File: src/rtl/egol_board_defs.sv
// Shared EGO1 board constants: 7-segment patterns (active-high, seg[0]=a),
// one-hot digit enables and the default digit scan divider for a 100 MHz clock.
package egol_board_defs;

  localparam logic [7:0] SEG_0     = 8'h3F;
  localparam logic [7:0] SEG_1     = 8'h06;
  localparam logic [7:0] SEG_2     = 8'h5B;
  localparam logic [7:0] SEG_3     = 8'h4F;
  localparam logic [7:0] SEG_4     = 8'h66;
  localparam logic [7:0] SEG_5     = 8'h6D;
  localparam logic [7:0] SEG_6     = 8'h7D;
  localparam logic [7:0] SEG_7     = 8'h07;
  localparam logic [7:0] SEG_8     = 8'h7F;
  localparam logic [7:0] SEG_9     = 8'h6F;
  localparam logic [7:0] SEG_BLANK = 8'h00;

  localparam logic [3:0] AN_DIG0 = 4'b0001;
  localparam logic [3:0] AN_DIG1 = 4'b0010;
  localparam logic [3:0] AN_DIG2 = 4'b0100;
  localparam logic [3:0] AN_DIG3 = 4'b1000;

  // 1 ms per digit slot at 100 MHz
  localparam int SCAN_DIV_DEFAULT = 100000;

endpackage

File: src/rtl/seg7_decode.sv
// Combinational BCD to 7-segment decoder shared by the EGO1 examples.
// Values above 9 decode to a blank digit.
module seg7_decode
  import egol_board_defs::*;
(
  input  logic [3:0] bcd,
  output logic [7:0] seg
);

  always_comb begin
    seg = SEG_BLANK;
    case (bcd)
      4'd0:    seg = SEG_0;
      4'd1:    seg = SEG_1;
      4'd2:    seg = SEG_2;
      4'd3:    seg = SEG_3;
      4'd4:    seg = SEG_4;
      4'd5:    seg = SEG_5;
      4'd6:    seg = SEG_6;
      4'd7:    seg = SEG_7;
      4'd8:    seg = SEG_8;
      4'd9:    seg = SEG_9;
      default: seg = SEG_BLANK;
    endcase
  end

endmodule

File: src/rtl/z_event_display.sv
// Counts rising edges of the upstream Z output in BCD, keeps a history of y
// transitions on the LEDs and scans count/y onto the 4-digit display.
module z_event_display
  import egol_board_defs::*;
#(
  parameter int SCAN_DIV = SCAN_DIV_DEFAULT,
  parameter int HIST_LEN = 8
) (
  input  logic                CP,
  input  logic                rst,
  input  logic                y,
  input  logic                Z,
  input  logic                clr_cnt,
  output logic [7:0]          cnt_bcd,
  output logic [HIST_LEN-1:0] led,
  output logic [3:0]          an,
  output logic [7:0]          seg
);

  localparam int SCAN_W = (SCAN_DIV > 2) ? $clog2(SCAN_DIV) : 1;
  localparam logic [SCAN_W-1:0] SCAN_LAST = SCAN_W'(SCAN_DIV - 1);

  logic              y_meta, y_s, y_d;
  logic              z_meta, z_s, z_d;
  logic              z_rise;
  logic [3:0]        ones, tens;
  logic [SCAN_W-1:0] scan_cnt;
  logic [1:0]        dig_idx;
  logic [3:0]        dig_val;
  logic [3:0]        an_next;
  logic [7:0]        seg_next;

  // y and Z are asynchronous to CP, so both get a two-flop synchroniser
  always_ff @(posedge CP) begin
    if (rst) begin
      y_meta <= 1'b0;
      y_s    <= 1'b0;
      y_d    <= 1'b0;
      z_meta <= 1'b0;
      z_s    <= 1'b0;
      z_d    <= 1'b0;
    end else begin
      y_meta <= y;
      y_s    <= y_meta;
      y_d    <= y_s;
      z_meta <= Z;
      z_s    <= z_meta;
      z_d    <= z_s;
    end
  end

  assign z_rise = z_s & ~z_d;

  // clr_cnt wins over a coincident edge; 99 wraps silently to 00
  always_ff @(posedge CP) begin
    if (rst || clr_cnt) begin
      ones <= 4'd0;
      tens <= 4'd0;
    end else if (z_rise) begin
      if (ones == 4'd9) begin
        ones <= 4'd0;
        tens <= (tens == 4'd9) ? 4'd0 : tens + 4'd1;
      end else begin
        ones <= ones + 4'd1;
      end
    end
  end

  assign cnt_bcd = {tens, ones};

  always_ff @(posedge CP) begin
    if (rst) begin
      led <= '0;
    end else if (y_s != y_d) begin
      led <= {led[HIST_LEN-2:0], y_s};
    end
  end

  always_ff @(posedge CP) begin
    if (rst) begin
      scan_cnt <= '0;
      dig_idx  <= 2'd0;
    end else if (scan_cnt == SCAN_LAST) begin
      scan_cnt <= '0;
      dig_idx  <= dig_idx + 2'd1;
    end else begin
      scan_cnt <= scan_cnt + 1'b1;
    end
  end

  // Slot 3 feeds a non-BCD code so the shared decoder blanks it
  always_comb begin
    an_next = AN_DIG0;
    dig_val = ones;
    case (dig_idx)
      2'd0: begin an_next = AN_DIG0; dig_val = ones;            end
      2'd1: begin an_next = AN_DIG1; dig_val = tens;            end
      2'd2: begin an_next = AN_DIG2; dig_val = {3'b000, y_s};   end
      2'd3: begin an_next = AN_DIG3; dig_val = 4'hF;            end
      default: begin an_next = AN_DIG0; dig_val = ones;         end
    endcase
  end

  seg7_decode u_decode (
    .bcd (dig_val),
    .seg (seg_next)
  );

  always_ff @(posedge CP) begin
    if (rst) begin
      an  <= AN_DIG0;
      seg <= SEG_0;
    end else begin
      an  <= an_next;
      seg <= seg_next;
    end
  end

endmodule

File: config.mk
export PLATFORM = sky130hd
export DESIGN_NAME = z_event_display
export DESIGN_NICKNAME = d
export VERILOG_FILES = /design/src/rtl/egol_board_defs.sv /design/src/rtl/seg7_decode.sv /design/src/rtl/z_event_display.sv
export SDC_FILE = /design/constraint.sdc
export NUM_CORES = 1
export LEC_CHECK = 0
export BUFFER_PORTS_ARGS = -buffer_cell sky130_fd_sc_hd__buf_2
export CAP_MARGIN = 20
export CORE_ASPECT_RATIO = 1.4
export CORE_MARGIN = 1
export CORE_UTILIZATION = 61
export CTS_CLUSTER_DIAMETER = 60
export DETAILED_ROUTE_END_ITERATION = 12
export MAX_ROUTING_LAYER = met4
export PLACE_DENSITY = 0.86
export SYNTH_ARGS = -nofsm -noshare
export SYNTH_HDL_FRONTEND = slang
export SYNTH_HIERARCHICAL = 1
export SYNTH_SLANG_ARGS = --single-unit
File: constraint.sdc
create_clock -name CP -period 6.55 [get_ports CP]
set_input_delay 0.655 -clock CP [delete_from_list [all_inputs] [get_ports CP]]
set_output_delay 0.655 -clock CP [all_outputs]
set_load 0.05 [all_outputs]
==> flow_summary.yaml <==
outcome:
  status: "complete, no violations"
routing:
  vias: 1833
  wl_per_cell_microns: 12.2
  ant_nets: 0
  remaining_drc_errors: 0
  drt-vias-per-instance: 5.49
  drt_iter0_drc: 51
  dr.pass1.iters: 6
  drt_wl_total_microns: 4060
clock_network:
  clk_latency_ns: 0.30
  clk_pin_slew_ns: 0.09
  cts_tree: "built"
  postCtsSetupBuffers: 0
  cts_max_path_buffers: 2
  clock-root-buffer: "clkbuf_8"
  cts_resized: 0
  clkSinkCount: 53
  cts_hold_repair.buffers: 0
  cts_made_buffers: 5
  cts_htree_levels: 2
synth:
  postSynthCellCount: 260
  synth-seq-area-share_pct: 45.0
  async_flop_share_pct: 0
  postSynthNetCount: 278
  yosys.area.top_type_share_pct: 45.0
  yosys.area.top_type: "dfxtp_1"
  postSynthAreaPerCell_sq_um: 9.07
  synth_area_leaders: "dfxtp_1, ha_1, xnor2_1"
  ys_types: 46
  syn_area_sq_um: 2360
  ys_warn_count: 6
  ys_ff_latch: 53
  synth_edf_count: 0
  dominantRegCellSynth: "dfxtp_1"
sta:
  fin_crit_sh_pct: 40.8
  drv_slew: 0
  tightest_slew_ns: 0.824
  tns_ns: 0
  relSlewSlack_pct: 44.5
  setup_viol: 0
  min_period_ns: 2.67
  holdWs_ns: 0.448
  hold_viol: 0
  max_freq_ghz: 0.374
  setup_slack_ns: 3.88
  finClkSkew_ns: 0.00501
  rsz0062_at_grt: "false"
final_layout:
  final_cell_area_sq_um: 2620
  final_util_pct: 71.3
  antennaDiodeCount: 0
  stdcell_count: 334
  area_growth_pct: 11.1
  n_fill_cell: 312
  drive_gt1_share_pct: 19.9
  nets: 309
worst_setup_path:
  worst_setup_path_start_kind: "register"
  cp_slowest_cell: "o21ai_0"
  critPathLaunch: "dig_idx[1]"
  path_cells: "inv_1 -> ha_1 -> o21ai_0 -> inv_1 -> ha_1 -> a21oi_2 -> o22ai_2 -> or2_2"
  crit_path_end_kind: "register"
  path_class: "register to register"
  r2r_cells: 8
  regToRegStartpoint: "dig_idx[1]"
  worst-endpoint-required_ns: 6.75
  max_stage_delay_ns: 0.69
  cp.arrival_ns: 2.87
  crit_fanout: 8
hold_path:
  hold_path_class: "register to register"
  hold_depth: 2
  hp-start: "led[7]"
pwr:
  finalPower_uw: 529
  powerDensity_nw_per_um2: 202
  leakagePower_nw: 0.988
  vdd.ir_drop.worst_mv: 0.216
floorplan:
  die_x_microns: 54.6
  die_y_microns: 75.6
  start_util_pct: 64.2
  die_area_sq_um: 4120
  rows: 26
  core_area_sq_um: 3680
  design.portCount: 33
place:
  dp.cells: 326
  io_buffers: 32
  dpl.hpwl_microns: 2930
  globalplace.congestion: 0.850
  postPlaceCellArea_sq_um: 2530
  post-place-ws_ns: 3.93
grt:
  groute.usage.overall_pct: 22.8
  antenna_found_initial: 0
  overflow: 0
  grt_pass1_vias: 1593
  grt_pass1_wl_microns: 6600
  grt_max_degree: 31
run:
  cap_violations: 0
==> metal layers <==
| metal | GRT usage (%) | part of all wire, % | up-vias |
|---|---|---|---|
| met5 | - | 0 | - |
| met4 | 10.3 | 2.5 | 0 |
| met3 | 6.79 | 3.5 | 10 |
| met2 | 38.1 | 53 | 39 |
| met1 | 24.2 | 41 | 847 |
| li1 | - | - | 937 |
==> Yosys cell counts (all sizes together), types with 2 or more instances <==
cell	number
dfxtp	53
nand3b	3
xor2	5
nand3	5
nor3	5
xnor2	17
nand2b	2
or2	9
a21oi	17
nor4	5
inv	12
nand4	7
ha	13
nor2b	16
nand2	26
buf	3
nor2	26
o22ai	2
or4	2
clkbuf	5
o21ai	12
==> cell type report <==
type                            count  area, sq um  area share [%]
Clock buffer                        6         72.6            2.77
Clock inverter                      2         15.0           0.573
Inverter                           12         45.0            1.72
Multi-Input combinational cell    187         1210            46.3
Sequential cell                    53         1060            40.5
Tap cell                           42         52.6            2.01
Timing Repair Buffer               32          160            6.11
==> cell families after synthesis <==
| family | synth area share (%) |
|---|---|
| simple gates | 25.8 |
| flops | 45.0 |
| compound gates | 9.50 |
| xor+xnor | 8.17 |
| buf+inv | 3.55 |
| fa+ha+maj | 6.90 |
| mux | 0.902 |
| other cells | 0.159 |
==> worst max-delay path, delay by kind of cell (launching register included) <==
| kind | cells | cell delay, ns |
|---|---|---|
| compound gates | 3 | 0.93 |
| simple gates | 1 | 0.28 |
| buf+inv | 2 | 0.35 |
| flops | 1 | 0.44 |
| fa+ha+maj | 2 | 0.57 |
==> sequential cells by signal, indices dropped and copies added, names as in the netlist, 2 cells and up <==
register and flops:
seg 8, tens 4, dig_idx 2, scan_cnt 17
led 8, ones 4, an 4
==> placed cells by master, fill, tap and decap left out, types with 2 or more instances in the layout <==
cell type,Yosys,layout
nand2_1,25,25
nand3_1,5,5
xor2_1,5,5
nor2_1,26,26
clkbuf_8,0,5
inv_1,12,12
a21oi_1,15,15
or2_2,8,8
clkinvlp_4,0,2
nor3_1,5,5
nand4_1,6,6
a21oi_2,2,2
ha_1,13,13
nand2b_1,2,2
buf_2,1,32
dfxtp_1,53,53
o21ai_0,11,11
xnor2_1,17,17
nor4_1,5,5
nor2b_1,15,15
nand3b_1,2,2
==> power breakdown <==
part	switching, mW	internal [mW]
registers	0.00347	0.326
clock network	0.102	0.0754
logic	0.0152	0.00679
==> final timing paths <==
path / to / slack, ns
worst min register to register: led[7] / 0.45
worst min-delay path: led[7] / 0.45
worst max register to register: seg[5] / 3.88
worst max-delay path: seg[5] / 3.88
No activity file was read; power rests on OpenSTA's default activity.
